--- config.mk ---
export PLATFORM = sky130hd
export DESIGN_NAME = xup_inv_share_arbiter
export DESIGN_NICKNAME = d
export VERILOG_FILES = /design/src/rtl/xup_inv_share_arbiter.sv
export SDC_FILE = /design/constraint.sdc
export NUM_CORES = 1
export LEC_CHECK = 0
export CORE_ASPECT_RATIO = 0.5
export CORE_UTILIZATION = 48
export CTS_CLUSTER_DIAMETER = 40
export DETAILED_ROUTE_END_ITERATION = 8
export PLACE_DENSITY = 0.86
export SLEW_MARGIN = 15
export SYNTH_ARGS = -nofsm -noshare
export SYNTH_HDL_FRONTEND = slang
export SYNTH_SLANG_ARGS = --single-unit
--- constraint.sdc ---
create_clock -name clk -period 4 [get_ports clk]
set_input_delay 0.8 -clock clk [delete_from_list [all_inputs] [get_ports clk]]
set_output_delay 0.8 -clock clk [all_outputs]
set_load 0.02 [all_outputs]
--- src/rtl/xup_inv_share_arbiter.sv ---
// xup_inv_share_arbiter
// Round-robin sequencer that time-shares one external vector inverter among
// NREQ requesters. Each transaction grants one requester and registers its
// operand onto the inverter input. It holds that input for SETTLE clocks,
// captures the inverter output into y, and pulses ack/y_valid for one cycle.
module xup_inv_share_arbiter #(
    parameter int SIZE   = 4,
    parameter int NREQ   = 4,
    parameter int SETTLE = 1
) (
    input  logic                      clk,
    input  logic                      reset,
    input  logic [NREQ-1:0]           req,
    input  logic [NREQ*SIZE-1:0]      a_flat,
    output logic [NREQ-1:0]           ack,
    output logic [SIZE-1:0]           y,
    output logic                      y_valid,
    output logic [$clog2(NREQ)-1:0]   grant_id,
    output logic                      busy,
    output logic [SIZE-1:0]           inv_a,
    input  logic [SIZE-1:0]           inv_y
);

    localparam int GW = $clog2(NREQ);

    generate
        if (SETTLE < 1 || SETTLE > 15) begin : g_settle_check
            $error("xup_inv_share_arbiter: SETTLE must be in 1..15");
        end
        if (NREQ < 2 || NREQ > 8) begin : g_nreq_check
            $error("xup_inv_share_arbiter: NREQ must be in 2..8");
        end
        if (SIZE < 1 || SIZE > 32) begin : g_size_check
            $error("xup_inv_share_arbiter: SIZE must be in 1..32");
        end
    endgenerate

    typedef enum logic [1:0] {
        IDLE  = 2'd0,
        DRIVE = 2'd1,
        DONE  = 2'd2
    } state_t;

    state_t          state;
    state_t          state_next;
    logic [GW-1:0]   ptr;
    logic [GW-1:0]   ptr_next;
    logic [3:0]      cnt;
    logic [3:0]      cnt_next;
    logic [GW-1:0]   grant_next;
    logic [SIZE-1:0] inv_a_next;
    logic [SIZE-1:0] y_next;
    logic [NREQ-1:0] ack_next;
    logic            y_valid_next;

    logic [SIZE-1:0] operand [NREQ];
    logic [GW-1:0]   sel;
    logic            found;
    logic [GW-1:0]   idx_v;
    int              idx;

    // Unpack the flat operand bus so it can be indexed by requester number.
    genvar g;
    generate
        for (g = 0; g < NREQ; g++) begin : g_unpack
            assign operand[g] = a_flat[g*SIZE +: SIZE];
        end
    endgenerate

    assign busy = (state == DRIVE) || (state == DONE);

    // Round-robin search: first active request at or above the pointer, wrapping.
    always_comb begin
        found = 1'b0;
        sel   = '0;
        idx   = 0;
        idx_v = '0;
        for (int k = 0; k < NREQ; k++) begin
            idx   = (int'(ptr) + k) % NREQ;
            idx_v = idx[GW-1:0];
            if (!found && req[idx_v]) begin
                found = 1'b1;
                sel   = idx_v;
            end
        end
    end

    // Next-state and next-register values for the transaction sequencer.
    always_comb begin
        state_next   = state;
        ptr_next     = ptr;
        cnt_next     = cnt;
        grant_next   = grant_id;
        inv_a_next   = inv_a;
        y_next       = y;
        ack_next     = '0;
        y_valid_next = 1'b0;
        case (state)
            IDLE: begin
                if (found) begin
                    grant_next = sel;
                    inv_a_next = operand[sel];
                    cnt_next   = 4'(SETTLE - 1);
                    state_next = DRIVE;
                end
            end
            DRIVE: begin
                if (cnt != 4'd0) begin
                    cnt_next = cnt - 4'd1;
                end else begin
                    y_next             = inv_y;
                    ack_next[grant_id] = 1'b1;
                    y_valid_next       = 1'b1;
                    state_next         = DONE;
                end
            end
            DONE: begin
                // Move the pointer past the requester just served so it gets lowest priority next.
                if (grant_id == GW'(NREQ - 1)) begin
                    ptr_next = '0;
                end else begin
                    ptr_next = grant_id + 1'b1;
                end
                state_next = IDLE;
            end
            default: begin
                state_next = IDLE;
            end
        endcase
    end

    // State and datapath registers; reset aborts any transaction without an ack.
    always_ff @(posedge clk or posedge reset) begin
        if (reset) begin
            state    <= IDLE;
            ptr      <= '0;
            cnt      <= '0;
            grant_id <= '0;
            inv_a    <= '0;
            y        <= '0;
            ack      <= '0;
            y_valid  <= 1'b0;
        end else begin
            state    <= state_next;
            ptr      <= ptr_next;
            cnt      <= cnt_next;
            grant_id <= grant_next;
            inv_a    <= inv_a_next;
            y        <= y_next;
            ack      <= ack_next;
            y_valid  <= y_valid_next;
        end
    end

endmodule

-- After elaboration in Yosys (flattened, before gate mapping)
Index checks and enable logic that the tools add are counted.
- bits in registers: 23
- output and inout port bits: 16
- add/subtract/negate cells: 5
- magnitude comparators: 7
- equality and inequality tests: 6
- muxes and demuxes: 32
- bitwise operators: 2
- reduce and logical (&&, ||, !) cells: 15
- operator list (kind ; number):
    4-bit 2-to-1 mux ; 6
    2-bit by 3-bit less-than comparator with 1-bit output (second input constant) ; 5
    2-bit 2-to-1 mux ; 7
    1-bit 2-to-1 mux ; 11
    1-bit binary-select mux with 2-bit select ; 4
    4-bit binary-select mux with 2-bit select ; 1
    4-bit one-hot mux with 2 select lines ; 1
    2-bit AND reduction ; 3
    2-bit by 1-bit adder with 2-bit output (second input constant) ; 2
    2-bit adder (second input constant) ; 2
    2-bit == test (second input constant) ; 2
    1-bit logical AND ; 4
    2-bit inequality test (second input constant) ; 2
    2-bit one-hot mux with 2 select lines ; 1
    4-bit nonzero test ; 1
    4-bit by 1-bit subtractor with 4-bit output (second input constant) ; 1
    3-bit >= comparator (second input constant) ; 1
    1-bit zero test ; 3
    2-bit NOT with 3-bit output ; 1
    3-bit AND reduction ; 1
    1-bit demux with 2-bit select ; 1
    2-bit by 1-bit == test with 1-bit output (second input constant) ; 1
    2-bit by 1-bit >= comparator with 1-bit output (second input constant) ; 1
    2-bit zero test ; 1
    other kinds (4) ; 4

-- Longest topological paths before layout
Gate-level depths: netlist of run 1.
- word-level depth: 16
- gate-level depth with buffers: 7
- gate-level depth less buffers: 7

-- Worst setup path after synthesis of run 1
OpenSTA, ideal clock, no wires.
- path type: input port to flip-flop
- from: input port req[2]
- to: register inv_a[0]
- arrival: 1957 ps
- required time: 3874 ps
- path slack: 1917 ps
- stages on the path: 5
- path buffers: 0
- cells stage by stage: mux2i_1 o22ai_2 nor2_2 mux2_1 a221o_1
- longest elaborated chain between the ends: 16
- elaborated cells on any way between the ends: 27
- ends and longest elaborated chain (element ; RTL line ; source):
    start: declaration ; 13 ; input logic [NREQ-1:0] req,
    1-bit binary-select mux with 2-bit select ; 81 ; if (!found && req[idx_v]) begin
    1-bit 2-to-1 mux (not written as such) ; 81 ;
    1-bit 2-to-1 mux ; 81 ;
    1-bit zero test ; 81 ;
    1-bit logical AND ; 81 ;
    1-bit 2-to-1 mux ; 81 ;
    1-bit zero test ; 81 ;
    1-bit logical AND ; 81 ;
    1-bit 2-to-1 mux ; 81 ;
    1-bit zero test ; 81 ;
    1-bit logical AND ; 81 ;
    2-bit 2-to-1 mux ; 81 ;
    2-bit NOT with 3-bit output (not written as such) ; 102 ; inv_a_next = operand[sel];
    4-bit binary-select mux with 2-bit select ; 102 ;
    4-bit 2-to-1 mux (not written as such) (2 in a row) ; 102 ;
    end signal: assignment ; 148 ; inv_a <= inv_a_next;
    end: declaration ; 20 ; output logic [SIZE-1:0] inv_a,
Several ways; a longest one is shown, not always the timed one. The select of a mux whose other input is x is not followed.
A chain may end at the register's enable or synchronous reset.

-- Worst setup path in the final report of run 1
- from: input port req[1]
- to: register inv_a[3]
Same word-level chain as after synthesis.

==> results of run 1 <==
==> kinds of logic after synthesis <==
family	count (synthesis)	share of synthesized area, %
AO/OA/AOI/OAI	34	19.80
AND/OR/NAND/NOR	32	14.03
flip-flops	23	45.77
buffers and inverters	11	3.582
multiplexers	10	8.855
adder cells (fa/ha/maj)	8	7.961
==> per-stage QoR <==
stage / hold slack [ps] / util, % / cells / power (µW)
finish: 507.2 / 75.16 / 197 / 1233
global route: 527.9 / 75.16 / 197 / 1338
CTS: 513.4 / 75.16 / 197 / 1245
detailed placement: 494.9 / 73.18 / 193 / 1101
global placement: 484.1 / 73.18 / 193 / 1084
floorplan: 463.2 / - / 118 / 854.9
==> flip-flops by register name, summed over array words and instances, names as in the netlist <==
name      count
y_valid       1
grant_id      2
ptr           2
ack           4
inv_a         4
cnt           4
state         2
y             4
==> per-layer routing <==
metal | GRT usage (%) | vias up | share of wire [%]
met5 | 0 | - | 0
met4 | 7.075 | 0 | 1.6
met3 | 5.789 | 4 | 3.8
met2 | 37.61 | 25 | 48
met1 | 23.79 | 466 | 47
li1 | - | 514 | -
==> placed cells by master (no fill, tap or decap), types with 2 or more instances in the layout <==
master | synthesis | routed
a211oi_1 | 4 | 4
a21o_1 | 3 | 3
a21oi_1 | 3 | 3
a221o_1 | 4 | 4
a22o_1 | 2 | 2
and2_1 | 5 | 5
clkbuf_8 | 0 | 3
clkdlybuf4s50_1 | 0 | 41
dfrtp_1 | 23 | 23
ha_1 | 8 | 8
inv_1 | 9 | 9
mux2_1 | 4 | 4
mux2_2 | 5 | 5
nand2_1 | 8 | 8
nand2b_1 | 6 | 6
nand3_1 | 4 | 4
nor2_1 | 3 | 3
o21ai_0 | 9 | 9
==> Yosys cell counts (2+ instances only) <==
| master | n | area [µm²] |
|---|---|---|
| a211oi_1 | 4 | 30.03 |
| a21o_1 | 3 | 22.52 |
| a21oi_1 | 3 | 15.01 |
| a221o_1 | 4 | 40.04 |
| a22o_1 | 2 | 17.52 |
| and2_1 | 5 | 31.28 |
| dfrtp_1 | 23 | 575.6 |
| ha_1 | 8 | 100.1 |
| inv_1 | 9 | 33.78 |
| mux2_1 | 4 | 45.04 |
| mux2_2 | 5 | 56.30 |
| nand2_1 | 8 | 30.03 |
| nand2b_1 | 6 | 37.54 |
| nand3_1 | 4 | 20.02 |
| nor2_1 | 3 | 11.26 |
| o21ai_0 | 9 | 45.04 |
==> critical path, cell delays in order <==
cell,delay (ps)
clkdlybuf4s50_1,520
nor4_2,460
nand2b_1,430
nor2b_1,180
a221o_1,350
==> power groups by stage <==
| stage | Clock [µW] | Sequential [µW] | Combinational (µW) |
|---|---|---|---|
| floorplan | 0 | 473 | 382 |
| global placement | 0 | 406 | 678 |
| detailed placement | 0 | 410 | 691 |
| CTS | 147 | 406 | 693 |
| global route | 155 | 419 | 764 |
| finish | 141 | 405 | 687 |
==> final timing paths <==
path	from	endpoint	slack [ps]	cells after the start
worst min register to register	y[0]	y[0]	510	1
worst max register to register	state[1]	cnt[3]	2010	8
worst min-delay path	y[0]	y[0]	510	1
min in group asynchronous	reset	ack[1]	1000	2
max in group asynchronous	reset	inv_a[2]	2490	2
worst max-delay path	req[1]	inv_a[3]	1410	5
==> cell type report <==
class	instances	area share, %
clock inverter	1	0.2843
inverter	9	1.919
sequential	23	32.69
tap	35	2.488
clock buffer	3	2.345
timing repair buffer	42	23.74
multi-input combinational	84	36.53
==> metrics.txt, run 1 <==
status=finished, final reports clean; Worst Setup Start Kind=input pin; IO Port Bufs=41; worst slew pin tran=826.7 ps; grt ovf=0; CP arrival=2740 ps; number of max-cap violations=0; Psw=between 400 and 500 µW; final WL=between 2000 and 2500 µm; number of diodes=0; total track usage=20.63%; register bit total from synthesis=23; worst IR drop on VDD=314.6 µV; Total Nets Final=197; fillers=178; Post-DRT Antenna Nets=0; unrepaired setup endpoints after global routing=no; Mapped Cells=118; Unique masters post-synth=34; FF+latch area=575.6 µm²; Seq pwr share=~33%; Post-DP Area=0.001714 mm²; CTS tree=done; Post CTS Setup Buffer Count=0; Post-Syn Area=0.001257 mm²; Tcrit/Tclk final=64.72%; post-cts sizing count=0; register area share after synthesis=45.77%; Mapped Avg Cell Area=10.66 µm²; share of layout cells above drive strength 1=around a tenth; Num CTS Buffers=3; area of the multi-input gates=about 640 µm²; clock share of power=11.4%; top_reg_cell synth=dfrtp_1; CP Max Fanout=12; Setup Viol. Count Final=0; asr flop ratio synth=between 90% and 100%; number of remaining DRC errors=0; Final Max Tran Viols=0; num rows=12; P_int=around 750 µW; # IOs=42; gpl congestion=0.7774; DR WL/cell=12.43 µm; htree depth=1; CORE AREA=0.002342 mm²; CP Capture Type=flop; syn_nets=roughly 150; Pwr Density=between 700 and 800 mW/mm²; Die Height=38.19 µm; initial core utilization=53.69%; router iterations before antenna repair=4; largest net degree at the start of global routing=24; Post-CTS Hold Buffers=0; Layout area overhead=40.00%; HPWL after detailed placement=roughly 1900 µm; Pleak=0.0007756 µW; Root Buffer=clkbuf_8; skew final=3.296 ps; Worst EP required=4150 ps; first-pass GRT wire length=4153 µm; Peak Freq=386.3 MHz; synth warn=0; Longest Clk Path Bufs=2; Logic pwr share=a little under three fifths; Hold Fails Final Rpt=0; setup TNS=0 ps; post-route setup slack=~1400 ps; post-route minimum period=2589 ps; Detailed Route Iter0 Violations=33; DR vias/cell=5.122; Post-synth EDFFs=0; cell area after layout=0.001760 mm²; Clock Latency Late Sink=~260 ps; # clock sinks=23; pre-CTS setup slack=1159 ps; Slew headroom=between 40% and 50%; vias in the first global route=934; initial antenna violation count=0; CTS clk-pin slew, worst paths=80 ps; Sw Ratio=39.17%; Crit Path Class=in2reg; routed vias=1009; HP Class=reg2reg; Die Width=74.39 µm; DIE AREA=0.002841 mm²
(Power assumes the default switching activity.)
==> run 2, diff against run 1 <==
--- a/config.mk
+++ b/config.mk
@@ -6,10 +6,10 @@
 export NUM_CORES = 1
 export LEC_CHECK = 0
 export CORE_ASPECT_RATIO = 0.5
-export CORE_UTILIZATION = 48
+export CORE_UTILIZATION = 45
 export CTS_CLUSTER_DIAMETER = 40
 export DETAILED_ROUTE_END_ITERATION = 8
-export PLACE_DENSITY = 0.86
+export PLACE_DENSITY = 0.82
 export SLEW_MARGIN = 15
 export SYNTH_ARGS = -nofsm -noshare
 export SYNTH_HDL_FRONTEND = slang
==> constraint.sdc (replaced) <==
create_clock -name clk -period 2.7 [get_ports clk]
set_input_delay 0.54 -clock clk [delete_from_list [all_inputs] [get_ports clk]]
set_output_delay 0.54 -clock clk [all_outputs]
set_load 0.02 [all_outputs]
==> metrics.txt, run 2 (synthesis results as in run 1) <==
status=finished, final reports clean (unchanged); pre-CTS setup slack=180.8 ps (was 1159 ps); Crit Path Class=in2reg (unchanged); initial core utilization=48.02% (was 53.69%); Post-DP Area=0.001739 mm² (was 0.001714 mm²); Post-CTS Hold Buffers=0 (unchanged); Min-Delay Endpoint=cnt[0] (was y[0]); CP Capture Type=flop (unchanged); post-route setup slack=477.9 ps (was 1411 ps); Clock Latency Late Sink=260 ps (about the same); DR WL/cell=12.49 µm (was 12.43 µm); Pwr Density=1042 mW/mm² (was 700.3 mW/mm²); number of remaining DRC errors=0 (unchanged); Crit-path slowest cell=clkdlybuf4s50_1 (unchanged); Die Height=39.38 µm (was 38.19 µm); final WL=2523 µm (was 2448 µm); gpl congestion=0.7435 (was 0.7774); FF+latch area=575.6 µm² (unchanged); HP Class=reg2reg (unchanged); Layout area overhead=41.99% (was 40.00%); Post-DRT Antenna Nets=0 (unchanged); worst IR drop on VDD=451.9 µV (was 314.6 µV); Pleak=0.0007899 µW (was 0.0007756 µW); Root Buffer=clkbuf_8 (unchanged); DR vias/cell=5.134 (was 5.122); commonest non-fill, non-tap cell in the layout=clkdlybuf4s50_1 (unchanged); largest net degree at the start of global routing=16 (was 24); Critical Path, Cell by Cell=clkdlybuf4s50_1 > mux2i_1 > o22ai_2 > nor2_2 > mux2_1 > a221o_1 (was clkdlybuf4s50_1 > nor4_2 > nand2b_1 > nor2b_1 > a221o_1); fillers=213 (was 178); CTS clk-pin slew, worst paths=80 ps (about the same); worst r2r path cells=8 (unchanged); CP arrival=2370 ps (was 2740 ps); Non-Filler Instances=202 (was 197); Worst EP required=2850 ps (was 4150 ps); Peak Freq=450.0 MHz; routed vias=1037 (was 1009); CP Max Fanout=6 (was 12); R2R setup slack=680 ps (was 2010 ps); IO Port Bufs=41 (unchanged); DIE AREA=0.003023 mm² (was 0.002841 mm²); skew final=1.595 ps (was 3.296 ps); most frequent cells in the layout=41 x clkdlybuf4s50_1, 23 x dfrtp_1, 9 x o21ai_0, 9 x inv_1 (unchanged); CTS tree=done (unchanged); number of diodes=0 (unchanged); router iterations before antenna repair=4 (unchanged); worst slew pin tran=538.1 ps (was 826.7 ps); total power=1861 µW (was 1233 µW); total track usage=19.28% (was 20.63%); post-route minimum period=about 2200 ps; Slew headroom=64.08% (was 44.83%); Total Nets Final=200 (was 197); num rows=13 (was 12); HPWL after detailed placement=2056 µm (was 1929 µm); # IOs=42 (unchanged); number of max-cap violations=0 (unchanged); area of the multi-input gates=643.1 µm² (unchanged); Setup Viol. Count Final=0 (unchanged); # clock sinks=23 (unchanged); share of layout cells above drive strength 1=11.52% (was 9.877%); Worst Setup Start Kind=input pin (unchanged); Tcrit/Tclk final=82.30%; Min-Delay Path Depth=2 (was 1); initial antenna violation count=0 (unchanged); worst hold start=cnt[0] (was y[0]); Post CTS Setup Buffer Count=0 (unchanged); first-pass GRT wire length=4360 µm (was 4153 µm); Num CTS Buffers=3 (unchanged); R2R Path End=cnt[3] (unchanged); vias in the first global route=1019 (was 934); Longest Clk Path Bufs=2 (unchanged); Reg2Reg Launch Point=state[1] (unchanged); grt ovf=0 (unchanged); setup TNS=0 ps (unchanged); DP Cell Count=198 (was 193); htree depth=1 (unchanged); Hold Fails Final Rpt=0 (unchanged); Die Width=76.76 µm (was 74.39 µm); post-cts sizing count=0 (unchanged); cell area after layout=0.001785 mm² (was 0.001760 mm²); Detailed Route Iter0 Violations=45 (was 33); unrepaired setup endpoints after global routing=no (unchanged); CORE AREA=0.002619 mm² (was 0.002342 mm²); Critical Path Max Stage Delay=490 ps (was 520 ps); Final Max Tran Viols=0 (unchanged)
run 2: metrics by stage:
| stage | util (%) | hold slack (ps) |
|---|---|---|
| 2_1_floorplan | - | 463.2 |
| 3_5_place_dp | 66.41 | 487.6 |
| 4_1_cts | 68.18 | 505.7 |
| 3_3_place_gp | 66.41 | 486.8 |
| 5_1_grt | 68.18 | 526.6 |
| 6_report | 68.18 | 504.3 |
run 2: layout make-up:
type	count	area share, %
Clock buffer	3	2.313
Clock inverter	1	0.2803
Inverter	9	1.892
Multi-Input combinational cell	84	36.02
Sequential cell	23	32.24
Tap cell	37	2.593
Timing Repair Buffer	45	24.67
run 2: power by group:
group / switching (µW) / internal [µW]
clock: 106 / 103
combinational: 518 / 531
sequential: 112 / 491
run 2: how the worst max path moves through the flow:
stage | startpoint | to | cells after the start
after detailed placement | req[0] | inv_a[1] | 6
after global routing | req[2] | inv_a[1] | 6
after global placement | req[0] | inv_a[0] | 6
after CTS | req[0] | inv_a[1] | 6
after floorplan | req[2] | inv_a[0] | 5
final | req[0] | inv_a[1] | 6
run 2: layer usage:
metal,part of all wire [%],track usage [%]
met5,0,0
met4,0.71,2.885
met3,4.6,4.419
met2,50,39.73
met1,45,21.58
run 2: worst max-delay path, delay by kind of cell:
family | cells | cell delay [ps]
muxes | 2 | 590
buffers and inverters | 1 | 490
AOI/OAI and AO/OA | 2 | 500
and+or+nand+nor | 1 | 240
==> run 3, diff against run 2 <==
--- a/config.mk
+++ b/config.mk
@@ -6,10 +6,10 @@
 export NUM_CORES = 1
 export LEC_CHECK = 0
 export CORE_ASPECT_RATIO = 0.5
-export CORE_UTILIZATION = 45
+export CORE_UTILIZATION = 41
 export CTS_CLUSTER_DIAMETER = 40
 export DETAILED_ROUTE_END_ITERATION = 8
-export PLACE_DENSITY = 0.82
+export PLACE_DENSITY = 0.79
 export SLEW_MARGIN = 15
 export SYNTH_ARGS = -nofsm -noshare
 export SYNTH_HDL_FRONTEND = slang
==> constraint.sdc (replaced) <==
create_clock -name clk -period 2 [get_ports clk]
set_input_delay 0.4 -clock clk [delete_from_list [all_inputs] [get_ports clk]]
set_output_delay 0.4 -clock clk [all_outputs]
set_load 0.02 [all_outputs]
==> metrics.txt, run 3 (synthesis results as in run 1) <==
status=finished, final reports clean (unchanged); Total Nets Final=214 (was 200); worst IR drop on VDD=742.4 µV (was 451.9 µV); DIE AREA=0.003306 mm² (was 0.003023 mm²); Setup Viol. Count Final=0 (unchanged); Pleak=0.0008603 µW (was 0.0007899 µW); Num CTS Buffers=3 (unchanged); CORE AREA=0.002749 mm² (was 0.002619 mm²); Crit-path slowest cell=clkdlybuf4s50_1 (unchanged); vias in the first global route=960 (was 1019); CP Capture Type=flop (unchanged); Pwr Density=1392 mW/mm² (was 1042 mW/mm²); Worst Setup Start Kind=input pin (unchanged); Final Max Tran Viols=0 (unchanged); commonest non-fill, non-tap cell in the layout=clkdlybuf4s50_1 (unchanged); DR vias/cell=4.917 (was 5.134); Reg2Reg Launch Point=state[1] (unchanged); Hold Fails Final Rpt=0 (unchanged); R2R setup slack=210 ps (was 680 ps); gpl congestion=0.7600 (was 0.7435); grt ovf=0 (unchanged); Crit Path Class=in2reg (unchanged); FF+latch area=575.6 µm² (unchanged); worst slew pin tran=348.0 ps (was 538.1 ps); htree depth=1 (unchanged); Longest Clk Path Bufs=2 (unchanged); number of diodes=0 (unchanged); Layout area overhead=51.24% (was 41.99%); number of max-cap violations=0 (unchanged); Detailed Route Iter0 Violations=37 (was 45); skew final=5.327 ps (was 1.595 ps); largest net degree at the start of global routing=24 (was 16); HP Class=in2async (was reg2reg); post-route minimum period=1899 ps; HPWL after detailed placement=2300 µm (was 2056 µm); area of the multi-input gates=656.9 µm² (was 643.1 µm²); worst r2r path cells=7 (was 8); unrepaired setup endpoints after global routing=no (unchanged); Die Width=80.32 µm (was 76.76 µm); Die Height=41.16 µm (was 39.38 µm); CTS clk-pin slew, worst paths=80 ps (about the same); most frequent cells in the layout=40 x clkdlybuf4s50_1, 23 x dfrtp_1, 18 x buf_4 (was 41 x clkdlybuf4s50_1, 23 x dfrtp_1, 9 x o21ai_0, 9 x inv_1); share of layout cells above drive strength 1=17.88% (was 11.52%); setup TNS=0 ps (unchanged); final WL=2858 µm (was 2523 µm); routed vias=1062 (was 1037); Critical Path Max Stage Delay=630 ps (was 490 ps); Clock Latency Late Sink=260 ps (about the same); Critical Path, Cell by Cell=clkdlybuf4s50_1 > o22ai_2 > nor2_4 > mux2_1 > a221o_1 (was clkdlybuf4s50_1 > mux2i_1 > o22ai_2 > nor2_2 > mux2_1 > a221o_1); Peak Freq=526.6 MHz; fillers=241 (was 213); total track usage=18.82% (was 19.28%); initial antenna violation count=0 (unchanged); CTS tree=done (unchanged); Tcrit/Tclk final=94.96%; initial core utilization=45.74% (was 48.02%); R2R Path End=cnt[3] (unchanged); CP arrival=2050 ps (was 2370 ps); DR WL/cell=13.23 µm (was 12.49 µm); num rows=13 (unchanged); number of remaining DRC errors=0 (unchanged); Post-DRT Antenna Nets=0 (unchanged); first-pass GRT wire length=4374 µm (was 4360 µm); Min Hold Slack=487.6 ps (was 504.3 ps); IO Port Bufs=41 (unchanged); router iterations before antenna repair=5 (was 4); CP Max Fanout=5 (was 6); Slew headroom=76.76% (was 64.08%); # clock sinks=23 (unchanged); Post CTS Setup Buffer Count=0 (unchanged); Root Buffer=clkbuf_8 (unchanged); # IOs=42 (unchanged); Worst EP required=2150 ps (was 2850 ps)
[run 3: what timing repair did]
item / CTS / global route
hold buffers: 0 / 0
gates resized for setup: 1 / 2
pin swaps: 0 / 0
setup endpoints to repair: 1 / 5
[run 3: per-layer routing]
layer	vias up	track usage (%)	wire, µm
met2	29	36.32	1460
met4	0	5.357	35
met5	-	0	0
li1	545	-	-
met3	4	4.444	113
met1	484	22.06	1249
[run 3: worst max path at each step]
stage | from | end | slack, ps
detailed placement | req[0] | inv_a[2] | -240
finish | req[3] | inv_a[2] | 100
floorplan | ptr[1] | inv_a[0] | 260
global route | req[0] | inv_a[2] | 20
CTS | req[0] | inv_a[2] | 40
global placement | req[0] | inv_a[2] | -180
[run 3: critical path: cells and delay by family]
family          cells  cell delay, ps
buf+inv             1             630
compound gates      2             480
mux                 1             350
simple gates        1             190
[run 3: where the power goes]
part	internal, µW	switching [µW]
logic	814	742
clock network	142	141
registers	663	146
total	1620	1030
[run 3: cell type report]
| type | instances | area share, % |
|---|---|---|
| repair buffers | 59 | 28.62 |
| multi-input cells | 84 | 34.54 |
| well taps | 37 | 2.434 |
| inverters | 9 | 1.776 |
| clock buffers | 4 | 2.368 |
| flip-flops and latches | 23 | 30.26 |
[run 3: through the flow]
step	instance area, µm²	std cells	util [%]	total power (µW)	setup slack, ps
6_report	1902	216	69.19	2648	100.9
5_1_grt	1902	216	69.19	2856	23.87
4_1_cts	1888	216	68.68	2664	36.89
3_5_place_dp	1844	212	67.09	2383	-243.5
3_3_place_gp	1844	212	67.09	2323	-175.8
2_1_floorplan	1257	118	-	1710	259.6
